==> config.mk <==
export PLATFORM = sky130hd
export DESIGN_NAME = riscv_dp_storeenc
export DESIGN_NICKNAME = d
export VERILOG_FILES = /design/src/rtl/riscv_dp_storeenc.sv
export SDC_FILE = /design/constraint.sdc
export NUM_CORES = 1
export LEC_CHECK = 0
export ABC_CLOCK_PERIOD_IN_PS = 2700
export CAP_MARGIN = 20
export CORE_MARGIN = 2
export CORE_UTILIZATION = 30
export CTS_BUF_LIST = sky130_fd_sc_hd__clkbuf_8
export DETAILED_ROUTE_END_ITERATION = 8
export PLACE_DENSITY = 0.56
export REMOVE_ABC_BUFFERS = 1
export SLEW_MARGIN = 15
export SYNTH_ARGS = -nofsm -noshare
export SYNTH_HDL_FRONTEND = slang
export SYNTH_SLANG_ARGS = --single-unit
==> constraint.sdc <==
create_clock -name iclk -period 2.7 [get_ports iclk]
set_clock_uncertainty 0.15 [all_clocks]
set_input_delay 0.27 -clock iclk [delete_from_list [all_inputs] [get_ports iclk]]
set_output_delay 0.27 -clock iclk [all_outputs]
set_load 0.01 [all_outputs]
==> src/rtl/riscv_dp_storeenc.sv <==
// Store encoder: places rs2 bytes on data-memory lanes and runs the write handshake.
// Optional RISCV_STORE_SPLIT_EN issues word-crossing stores as two beats.
module riscv_dp_storeenc #(
    parameter int MP_DATA_WIDTH = 32,
    parameter int MP_ADDR_WIDTH = 32
) (
    input  logic                     iclk,
    input  logic                     irst_n,
    input  logic                     ivalid,
    output logic                     oready,
    input  logic [MP_ADDR_WIDTH-1:0] iaddr,
    input  logic [2:0]               ifunct3,
    input  logic [MP_DATA_WIDTH-1:0] iwdata,
    output logic                     odmem_req,
    output logic [MP_ADDR_WIDTH-1:0] odmem_addr,
    output logic [MP_DATA_WIDTH-1:0] odmem_wdata,
    output logic [3:0]               odmem_be,
    input  logic                     idmem_ack,
    output logic                     odone,
    output logic                     oerr
);

    localparam int DW = MP_DATA_WIDTH;
    localparam int AW = MP_ADDR_WIDTH;

    localparam logic [1:0] S_IDLE  = 2'd0;
    localparam logic [1:0] S_BEAT0 = 2'd1;
`ifdef RISCV_STORE_SPLIT_EN
    localparam logic [1:0] S_BEAT1 = 2'd2;
`endif

    logic [1:0]    state_q, state_d;
    logic          ready_q, ready_d;
    logic          req_q, req_d;
    logic [AW-1:0] addr_q, addr_d;
    logic [DW-1:0] wdata_q, wdata_d;
    logic [3:0]    be_q, be_d;
    logic          done_q, done_d;
    logic          err_q, err_d;

    logic          legal;
    logic [3:0]    mask;
    logic [DW-1:0] sized;
    logic [4:0]    sh_amt;
    logic [7:0]    be_all;
    logic          need2;
    logic [DW-1:0] lo_data;
    logic [AW-1:0] a0;

    always_comb begin
        legal = 1'b1;
        mask  = 4'b0000;
        sized = '0;
        case (ifunct3)
            3'b000: begin
                mask  = 4'b0001;
                sized = {{(DW-8){1'b0}}, iwdata[7:0]};
            end
            3'b001: begin
                mask  = 4'b0011;
                sized = {{(DW-16){1'b0}}, iwdata[15:0]};
            end
            3'b010: begin
                mask  = 4'b1111;
                sized = iwdata;
            end
            default: legal = 1'b0;
        endcase
    end

    assign sh_amt  = {iaddr[1:0], 3'b000};
    assign be_all  = {4'b0000, mask} << iaddr[1:0];
    assign need2   = |be_all[7:4];
    assign lo_data = sized << sh_amt;
    assign a0      = {iaddr[AW-1:2], 2'b00};

`ifdef RISCV_STORE_SPLIT_EN
    logic [DW-1:0] hi_data;
    logic [AW-1:0] a1;
    logic [AW-1:0] b1_addr_q, b1_addr_d;
    logic [DW-1:0] b1_wdata_q, b1_wdata_d;
    logic [3:0]    b1_be_q, b1_be_d;
    logic          b1_vld_q, b1_vld_d;

    // Shift by 32 at offset 0 yields zero, so hi_data needs no special case.
    assign hi_data = sized >> (6'd32 - {1'b0, sh_amt});
    assign a1      = a0 + AW'(4);
`endif

    always_comb begin
        state_d = state_q;
        ready_d = ready_q;
        req_d   = req_q;
        addr_d  = addr_q;
        wdata_d = wdata_q;
        be_d    = be_q;
        done_d  = 1'b0;
        err_d   = 1'b0;
`ifdef RISCV_STORE_SPLIT_EN
        b1_addr_d  = b1_addr_q;
        b1_wdata_d = b1_wdata_q;
        b1_be_d    = b1_be_q;
        b1_vld_d   = b1_vld_q;
`endif
        case (state_q)
            S_IDLE: begin
                if (ivalid) begin
`ifdef RISCV_STORE_SPLIT_EN
                    if (!legal) begin
`else
                    if (!legal || need2) begin
`endif
                        err_d = 1'b1;
                    end else begin
                        state_d = S_BEAT0;
                        ready_d = 1'b0;
                        req_d   = 1'b1;
                        addr_d  = a0;
                        wdata_d = lo_data;
                        be_d    = be_all[3:0];
`ifdef RISCV_STORE_SPLIT_EN
                        b1_addr_d  = a1;
                        b1_wdata_d = hi_data;
                        b1_be_d    = be_all[7:4];
                        b1_vld_d   = need2;
`endif
                    end
                end
            end
            S_BEAT0: begin
                if (idmem_ack) begin
`ifdef RISCV_STORE_SPLIT_EN
                    if (b1_vld_q) begin
                        state_d = S_BEAT1;
                        addr_d  = b1_addr_q;
                        wdata_d = b1_wdata_q;
                        be_d    = b1_be_q;
                    end else begin
`else
                    begin
`endif
                        state_d = S_IDLE;
                        ready_d = 1'b1;
                        req_d   = 1'b0;
                        addr_d  = '0;
                        wdata_d = '0;
                        be_d    = 4'b0000;
                        done_d  = 1'b1;
                    end
                end
            end
`ifdef RISCV_STORE_SPLIT_EN
            S_BEAT1: begin
                if (idmem_ack) begin
                    state_d  = S_IDLE;
                    ready_d  = 1'b1;
                    req_d    = 1'b0;
                    addr_d   = '0;
                    wdata_d  = '0;
                    be_d     = 4'b0000;
                    done_d   = 1'b1;
                    b1_vld_d = 1'b0;
                end
            end
`endif
            default: begin
                state_d = S_IDLE;
                ready_d = 1'b1;
                req_d   = 1'b0;
                addr_d  = '0;
                wdata_d = '0;
                be_d    = 4'b0000;
            end
        endcase
    end

    always_ff @(posedge iclk or negedge irst_n) begin
        if (!irst_n) begin
            state_q <= S_IDLE;
            ready_q <= 1'b1;
            req_q   <= 1'b0;
            addr_q  <= '0;
            wdata_q <= '0;
            be_q    <= 4'b0000;
            done_q  <= 1'b0;
            err_q   <= 1'b0;
        end else begin
            state_q <= state_d;
            ready_q <= ready_d;
            req_q   <= req_d;
            addr_q  <= addr_d;
            wdata_q <= wdata_d;
            be_q    <= be_d;
            done_q  <= done_d;
            err_q   <= err_d;
        end
    end

`ifdef RISCV_STORE_SPLIT_EN
    always_ff @(posedge iclk or negedge irst_n) begin
        if (!irst_n) begin
            b1_addr_q  <= '0;
            b1_wdata_q <= '0;
            b1_be_q    <= 4'b0000;
            b1_vld_q   <= 1'b0;
        end else begin
            b1_addr_q  <= b1_addr_d;
            b1_wdata_q <= b1_wdata_d;
            b1_be_q    <= b1_be_d;
            b1_vld_q   <= b1_vld_d;
        end
    end
`endif

    assign oready      = ready_q;
    assign odmem_req   = req_q;
    assign odmem_addr  = addr_q;
    assign odmem_wdata = wdata_q;
    assign odmem_be    = be_q;
    assign odone       = done_q;
    assign oerr        = err_q;

endmodule

* Yosys cells after proc, flatten, opt, wreduce, memory -nomap -nowiden
Cells that the tools add are included.
W data, S select, Z words.
** Cells by class
- Equal/unequal tests :: 6
- Shift-type cells :: 2
- Multiplexer cells :: 31
- Reduce and logical (&&, ||, !) cells :: 7
** Operators by type and width (count)
- $mux W32 :: 5
- $pmux W32 S2 :: 2
- $pmux W32 S3 :: 1
- $shl A32 B5 Y32 :: 1
- $mux W1 :: 12
- $mux W4 :: 3
- $pmux W4 S3 :: 1
- $pmux W4 S2 :: 1
- $shl A4 B2 Y8 :: 1
- $mux W2 :: 3
- $ne A2 B2 Y1 const B :: 3
- $pmux W1 S2 :: 2
- $pmux W2 S2 :: 1
- $reduce_or A4 Y1 :: 1
- $eq A3 B1 Y1 const B :: 1
- $eq A3 B2 Y1 const B :: 1
- $logic_not A3 Y1 :: 1
- $reduce_and A3 Y1 :: 1
- $reduce_or A3 Y1 :: 1
- $eq A2 B1 Y1 const B :: 1
- $logic_not A2 Y1 :: 1
- $logic_not A1 Y1 :: 1
- $logic_or A1 B1 Y1 :: 1
** Word-level totals
- Flip-flop bits (word level) :: 74
- Input bits :: 71
- Output and inout bits :: 72
- Logic and storage cells :: 54

* Depth between registers and ports, before layout
Gate-level depths: netlist of the first run.
- Depth in word-level cells :: 8
- Gate-level depth with buffers :: 7
- Gate-level depth less buffers :: 4

* Worst setup path before layout of the first run
OpenSTA, ideal clock, no wires.
- Path kind :: register -> register
- Start :: reg, netlist name odmem_req
- End :: reg wdata_q[16] (netlist: odmem_wdata[16])
- Library setup time :: 0.110 ns
- Arrival :: 1.696 ns
- Setup slack :: 0.743 ns
- Stages on the path, launching flop included :: 8
- Buffers on the path :: 3
- Cell sequence :: dfrtp_1 -> nand2b_1 -> or2_0 -> buf_2 -> o21a_1 -> buf_6 -> buf_6 -> o41ai_1
** RTL lines
- to (signal assigned) :: line 192 : wdata_q <= wdata_d;
- to (decl) :: line 36 : logic [DW-1:0] wdata_q, wdata_d;

* Worst setup path after layout of the first run
- Start :: in ifunct3[1]
- End :: reg wdata_q[1] (netlist: odmem_wdata[1])
** On the way
- Word-level cells in the longest chain between the ends :: 7
** Ends and longest elaborated chain
- from (decl) :: line 12 : input logic [2:0] ifunct3,
- branches (longest 7 deep; another with $pmux W32 S3)
Parallel ways; which one is timed is not known. The select of a mux whose other input is x is not followed.
A chain may end at the register's enable or synchronous reset.

==> load_flow_metrics.sql, run 1 <==
INSERT INTO impl_metrics (metric_group, metric, value, unit) VALUES
('placement', 'io_buffer_count', '140', ''),
('worst_setup_path', 'worst_ep_required_time', '2840', 'ps'),
('worst_setup_path', 'critical-path-slowest-cell', 'clkdlybuf4s50_1', ''),
('synth', 'synth_top_cell_area_share', '0.5204', ''),
('clocking', 'cts_sinks', '70', ''),
('final_layout', 'final_layout_size_suffix_gt1_frac', '0.1300', ''),
('worst_setup_path', 'worstSetupStartpointType', 'input port', ''),
('placement', 'detailed_place.area', '4932', 'um2'),
('synth', 'synth_area', '3318', 'um2'),
('floorplanning', 'initial_core_util', '0.3074', ''),
('drt', 'wl_per_cell', '17.53', 'um'),
('drt', 'vias_per_cell', '5.059', ''),
('drt', 'drc', '0', ''),
('clocking', 'worst_skew_pair.late_latency', '350', 'ps'),
('worst_setup_path', 'worst-r2r-cell-count', '5', ''),
('sta', 'timing.final.setup_violations', '0', ''),
('sta', 'timing_hold_violations_final', '0', ''),
('power_and_ir_drop', 'p_leak', '2.195', 'nW'),
('clocking', 'cts-resized-gates', '0', ''),
('run_status', 'status', 'finished clean', ''),
('clocking', 'clock_pin_slew_on_the_worst_setup_and_hold_paths', '80', 'ps'),
('sta', 'min_period_over_period', '0.7784', ''),
('drt', 'detailedRoute.firstIterationViolations', '163', ''),
('worst_setup_path', 'regToRegEndpoint', 'odmem_wdata[18]$_DFFE_PN0P_', ''),
('worst_setup_path', 'crit_path_end_kind', 'flop', ''),
('synth', 'synth.distinct_cells', '43', ''),
('global_route', 'grtUsageTotal', '0.1837', ''),
('sta', 'grt_setup_unrepaired', 'no', ''),
('clocking', 'tritoncts', 'yes', ''),
('clocking', 'clock-root-buffer', 'clkbuf_8', ''),
('sta', 'timing.fmax', '0.4758', 'GHz'),
('sta', 'worst_slew_margin_rel', '0.4065', ''),
('synth', 'ys_ff_latch', '70', ''),
('final_layout', 'area_growth', '54.83', '%'),
('job', 'timing.max_cap.violations', '0', ''),
('final_layout', 'finalNetCount', '520', ''),
('global_route', 'grt_antenna_before_repair', '0', ''),
('synth', 'synth_sequential_area_ratio', '0.5283', ''),
('global_route', 'grt_start_max_net_pins', '71', ''),
('sta', 'layout_min_cycle_time', '2102', 'ps'),
('worst_setup_path', 'worst_r2r_startpoint', 'odmem_req$_DFFE_PN0P_', ''),
('clocking', 'post_cts_hold_buffer_count', '1', ''),
('clocking', 'cts.htree.levels', '3', ''),
('drt', 'route.antenna.remaining_nets', '0', ''),
('hold_path', 'timing.hold.worst.class', 'reg -> reg', ''),
('clocking', 'cts.path.max_buffers', '2', ''),
('synth', 'postSynth.topFlopCell', 'dfrtp_1', ''),
('floorplanning', 'die-height', '109.2', 'um'),
('worst_setup_path', 'maximum_fanout_encountered_on_the_critical_timing_path', '10', ''),
('sta', 'finalMaxSlewViolations', '0', ''),
('power_and_ir_drop', 'power_per_cell_area', '593.4', 'nW/um2'),
('global_route', 'grt_pass1_wl', '16500', 'um'),
('synth', 'yosys-top-cells-area', 'dfrtp_1 52%, a22o_1 9.0%, mux2_2 4.1%, o211ai_1 3.4%, nand2_1 2.9%', ''),
('final_layout', 'fill_cells', '1025', ''),
('hold_path', 'min_from', 'odmem_be[0]$_DFFE_PN0P_', ''),
('floorplanning', 'pin_count', '143', ''),
('clocking', 'post_cts_buffers', '0', ''),
('worst_setup_path', 'worst_path_largest_cell_delay', '590', 'ps'),
('synth', 'count_leader_synth', 'dfrtp_1', ''),
('synth', 'synth_top_cell_by_area', 'dfrtp_1', ''),
('placement', 'globalplace.congestion', '0.7897', ''),
('power_and_ir_drop', 'maximum_ir_drop_on_the_vdd_rail', '0.3547', 'mV'),
('clocking', 'cts_made_buffers', '9', ''),
('sta', 'tightest_slew', '890.2', 'ps'),
('floorplanning', 'core', '10790', 'um2'),
('hold_path', 'worst_case_hold_path_end_point', 'odmem_be[0]$_DFFE_PN0P_', ''),
('hold_path', 'worst_hold_path.num_cells', '1', ''),
('drt', 'detail_route.first_pass.iterations', '4', ''),
('synth', 'avgSynthCellArea', '10.92', 'um2'),
('sta', 'whs', '331.4', 'ps'),
('final_layout', 'finalInstanceArea', '5137', 'um2');
## cell type report
type,count,area [um2],area share
Sequential cell,70,1753,0.3412
Multi-Input combinational cell,203,1415,0.2755
Clock buffer,12,165.2,0.03215
Inverter,4,15.01,0.002923
Tap cell,140,175.2,0.03410
Clock inverter,4,30.03,0.005845
Timing Repair Buffer,161,1584,0.3083
## layer usage
metal,wire (um),up-vias,GRT usage
met5,0,-,0
met4,284,0,0.08951
met3,963,20,0.05858
met2,4604,125,0.2737
met1,4557,1437,0.2408
li1,-,1423,-
## how the worst max path moves through the flow
stage | startpoint | endpoint | slack, ps
floorplan | odmem_req$_DFFE_PN0P_ | odmem_be[3]$_DFFE_PN0P_ | -340
detailed placement | ifunct3[1] | odmem_wdata[1]$_DFFE_PN0P_ | 250
global placement | ifunct3[1] | odmem_wdata[0]$_DFFE_PN0P_ | 250
CTS | ifunct3[1] | odmem_wdata[1]$_DFFE_PN0P_ | 620
global route | ifunct3[1] | odmem_wdata[1]$_DFFE_PN0P_ | 430
finish | ifunct3[1] | odmem_wdata[1]$_DFFE_PN0P_ | 600
## cell families after synthesis
kind of cell,after synthesis,synth area share
AO/OA/AOI/OAI,114,0.2655
XOR/XNOR,1,0.002640
buffers and inverters,32,0.04675
flip-flops,70,0.5283
multiplexers,19,0.06184
other,1,0.001130
AND/OR/NAND/NOR,67,0.09389
## worst max-delay path, delay by kind of cell
kind / cells / cell delay (ps)
buffers and inverters: 3 / 1050
AOI/OAI and AO/OA: 2 / 490
and+or+nand+nor: 2 / 430
## registers in the layout (all words and copies together) (netlist names)
signal,flops
odmem_wdata,32
oerr,1
odmem_req,1
oready,1
odmem_addr,30
odmem_be,4
odone,1
## per-stage QoR
step	worst slack [ps]	instances	power, W	TNS [ps]	utilization
after floorplan	-344.6	277	0.001644	-10230	-
after global placement	249.6	577	0.002244	0	0.4570
after detailed placement	249.3	577	0.002243	0	0.4570
after CTS	615.7	594	0.003094	0	0.4760
after global routing	433.7	594	0.003226	0	0.4760
final	598.4	594	0.003048	0	0.4760
## cell usage in the layout, fill, tap and decap left out, drive strengths merged, types with 12 or more instances in the layout
cell	instances
nor2	17
nand2	26
clkbuf	12
o211ai	15
mux2	12
a22o	34
o21ai	13
clkdlybuf4s50	139
dfrtp	69
buf	21
## where the power goes
group / switching [W] / total [W] / internal [W]
Combinational: 0.000380 / 0.000914 / 0.000534
Clock: 0.000420 / 0.000830 / 0.000410
Sequential: 0.0000948 / 0.00130 / 0.00121
Power figures use the tool's default switching activity.
==> run 2: changes to the inputs <==
--- a/config.mk
+++ b/config.mk
@@ -5,7 +5,7 @@
 export SDC_FILE = /design/constraint.sdc
 export NUM_CORES = 1
 export LEC_CHECK = 0
-export ABC_CLOCK_PERIOD_IN_PS = 2700
+export ABC_CLOCK_PERIOD_IN_PS = 2200
 export CAP_MARGIN = 20
 export CORE_MARGIN = 2
 export CORE_UTILIZATION = 30
==> constraint.sdc (replaced) <==
create_clock -name iclk -period 2.2 [get_ports iclk]
set_clock_uncertainty 0.15 [all_clocks]
set_input_delay 0.22 -clock iclk [delete_from_list [all_inputs] [get_ports iclk]]
set_output_delay 0.22 -clock iclk [all_outputs]
set_load 0.01 [all_outputs]
==> run 2 against run 1 <==
  * Die area stayed put
  * Critical path depth down 1
  * Cell area grew 2.5%
  * Register-to-register slack worse by 520 ps
==> load_flow_metrics.sql, run 2 (synthesis gave the netlist of run 1 again) <==
INSERT INTO impl_metrics (metric_group, metric, value, unit) VALUES
('sta', 'layout_min_cycle_time', '1948', 'ps'),
('final_layout', 'finalNetCount', '532', ''),
('clocking', 'clock_pin_slew_on_the_worst_setup_and_hold_paths', '70', 'ps'),
('clocking', 'cts_sinks', '70', ''),
('sta', 'whs', '237.6', 'ps'),
('global_route', 'grt.met2_usage', '0.2720', ''),
('worst_setup_path', 'worstPathCellList', 'clkdlybuf4s50_1 > o21ai_0 > a21oi_2 > o21a_2 > buf_12 > mux2_2', ''),
('worst_setup_path', 'worst_ep_required_time', '2280', 'ps'),
('global_route', 'grtUsageTotal', '0.1851', ''),
('power_and_ir_drop', 'p_clk_frac', '0.279', ''),
('drt', 'detail_route.first_pass.iterations', '4', ''),
('floorplanning', 'initial_core_util', '0.3074', ''),
('sta', 'finalMaxSlewViolations', '0', ''),
('sta', 'worst_slew_margin_rel', '0.6272', ''),
('final_layout', 'area_growth', '58.64', '%'),
('global_route', 'top_usage_layer', 'met2', ''),
('sta', 'timing.fmax', '0.5133', 'GHz'),
('power_and_ir_drop', 'maximum_ir_drop_on_the_vdd_rail', '0.4132', 'mV'),
('global_route', 'grt_pass1_wl', '16840', 'um'),
('final_layout', 'final_cell_mix', '139 x clkdlybuf4s50_1, 69 x dfrtp_1, 34 x a22o_1', ''),
('floorplanning', 'core.rowCount', '38', ''),
('power_and_ir_drop', 'switchingPower', '0.001084', 'W'),
('sta', 'tightest_slew', '556.2', 'ps'),
('final_layout', 'n_antenna_cell', '0', ''),
('job', 'timing.max_cap.violations', '0', ''),
('drt', 'vias', '3042', ''),
('sta', 'timing_hold_violations_final', '0', ''),
('worst_setup_path', 'regToRegEndpoint', 'odmem_wdata[18]$_DFFE_PN0P_', ''),
('final_layout', 'ff_latch_area', '1753', 'um2'),
('clocking', 'worst_skew_pair.late_latency', '340', 'ps'),
('global_route', 'grt_antenna_before_repair', '0', ''),
('worst_setup_path', 'maximum_fanout_encountered_on_the_critical_timing_path', '45', ''),
('clocking', 'clock-root-buffer', 'clkbuf_8', ''),
('worst_setup_path', 'setup.worst_path.class', 'in -> reg', ''),
('worst_setup_path', 'worst_path_largest_cell_delay', '580', 'ps'),
('worst_setup_path', 'worstPathArrival', '2030', 'ps'),
('power_and_ir_drop', 'p_int', '0.002742', 'W'),
('run_status', 'status', 'finished clean', ''),
('worst_setup_path', 'worst_r2r_startpoint', 'odmem_req$_DFFE_PN0P_', ''),
('placement', 'dpl.hpwl', '7669', 'um'),
('worst_setup_path', 'critical-path-slowest-cell', 'clkdlybuf4s50_1', ''),
('drt', 'route.antenna.remaining_nets', '0', ''),
('final_layout', 'largest_reg_flops', '32', ''),
('final_layout', 'fill_cells', '1012', ''),
('worst_setup_path', 'crit_path_end_kind', 'flop', ''),
('power_and_ir_drop', 'combPwrFrac', '0.302', ''),
('power_and_ir_drop', 'p_seq_frac', '0.419', ''),
('worst_setup_path', 'crit_path_start', 'ifunct3[0]', ''),
('power_and_ir_drop', 'report.power.total', '0.003826', 'W'),
('global_route', 'globalRouteOverflowTotal', '0', ''),
('sta', 'timing.final.setup_violations', '0', ''),
('global_route', 'first_global_vias', '3204', ''),
('floorplanning', 'die-height', '109.2', 'um'),
('sta', 'min_period_over_period', '0.8855', ''),
('floorplanning', 'pin_count', '143', ''),
('floorplanning', 'core', '10790', 'um2'),
('clocking', 'cts.htree.levels', '3', ''),
('worst_setup_path', 'worstSetupStartpointType', 'input port', ''),
('final_layout', 'mostFrequentLayoutCell', 'clkdlybuf4s50_1', ''),
('drt', 'drt-total-wl', '10600', 'um'),
('clocking', 'cts.path.max_buffers', '2', ''),
('drt', 'detailedRoute.firstIterationViolations', '93', ''),
('final_layout', 'multiInputGateArea', '1420', 'um2'),
('placement', 'globalplace.congestion', '0.8765', ''),
('hold_path', 'timing.hold.worst.class', 'in -> async', ''),
('floorplanning', 'fp.dieArea', '11920', 'um2'),
('clocking', 'cts_made_buffers', '9', ''),
('worst_setup_path', 'worst-r2r-cell-count', '5', ''),
('power_and_ir_drop', 'power_per_cell_area', '726.8', 'nW/um2'),
('worst_setup_path', 'regToRegSetupSlack', '260', 'ps'),
('sta', 'grt_setup_unrepaired', 'no', ''),
('power_and_ir_drop', 'netSwitchingFraction', '0.2833', ''),
('final_layout', 'final_layout_size_suffix_gt1_frac', '0.1502', ''),
('drt', 'drc', '0', ''),
('drt', 'wl_per_cell', '17.49', 'um'),
('floorplanning', 'die_width', '109.2', 'um'),
('global_route', 'grt_start_max_net_pins', '46', ''),
('global_route', 'grt_util_met3', '0.06695', ''),
('placement', 'io_buffer_count', '140', ''),
('drt', 'vias_per_cell', '5.020', ''),
('worst_setup_path', 'critical_path.endpoint', 'odmem_wdata[15]$_DFFE_PN0P_', ''),
('global_route', 'grtUsageMet1', '0.2517', ''),
('clocking', 'tritoncts', 'yes', ''),
('power_and_ir_drop', 'p_leak', '2.273', 'nW');
## run 2: cell types whose count changed in the layout (fill, tap and decap cells not counted)
cell,before,now
bufinv_16,0,1
buf_12,2,4
nor3_1,3,2
nor3_2,0,1
clkinv_4,2,0
buf_4,19,29
inv_1,2,4
clkbuf_8,12,11
## run 2: routing by layer
layer	routed length, um	vias up
met4	205	0
met1	4819	1457
met3	935	17
met2	4639	127
li1	-	1441
met5	0	-
## run 2: repair_timing
item	CTS	global route
endpoints found under the setup margin	0	2
hold buffers	1	0
endpoints found under the hold margin	34	0
buffers inserted	0	0
resized for setup	0	1
## run 2: power by group through the flow
stage / clock network (W) / logic [W] / registers (W)
2_1_floorplan: 0 / 0.000314 / 0.00170
3_3_place_gp: 0 / 0.00116 / 0.00162
3_5_place_dp: 0 / 0.00117 / 0.00162
4_1_cts: 0.00110 / 0.00117 / 0.00161
5_1_grt: 0.00115 / 0.00125 / 0.00163
6_report: 0.00107 / 0.00116 / 0.00160
## run 2: worst min path at each step
| stage | depth (start not counted) | to | slack (ps) | startpoint |
|---|---|---|---|---|
| CTS | 2 | odmem_addr[11]$_DFFE_PN0P_ | 230 | irst_n |
| global route | 2 | odmem_addr[21]$_DFFE_PN0P_ | 270 | irst_n |
| detailed placement | 1 | odmem_addr[12]$_DFFE_PN0P_ | 70 | irst_n |
| floorplan | 0 | odmem_addr[10]$_DFFE_PN0P_ | -230 | irst_n |
| finish | 2 | odmem_addr[21]$_DFFE_PN0P_ | 240 | irst_n |
| global placement | 1 | odmem_addr[11]$_DFFE_PN0P_ | 60 | irst_n |
## run 2: through the flow
step                setup WS, ps  area, um2  utilization  cells  TNS (ps)
floorplan                 -844.6       3182            -    277    -41790
global placement          -153.9       5047       0.4677    589     -1513
detailed placement        -202.7       5047       0.4677    589     -1792
CTS                        60.74       5259       0.4872    606         0
global route               161.6       5264       0.4877    606         0
finish                     252.0       5264       0.4877    606         0
## run 2: area by class of cell
type / instances / share of cell area
flip-flops and latches: 70 / 0.3330
inverters: 4 / 0.002852
clock inverters: 5 / 0.009508
multi-input cells: 203 / 0.2698
well taps: 140 / 0.03328
clock buffers: 11 / 0.02876
repair buffers: 173 / 0.3228
## run 2: critical path, delay by kind of cell
kind	cells	cell delay, ps
muxes	1	360
AOI/OAI and AO/OA	3	600
buffers and inverters	2	800
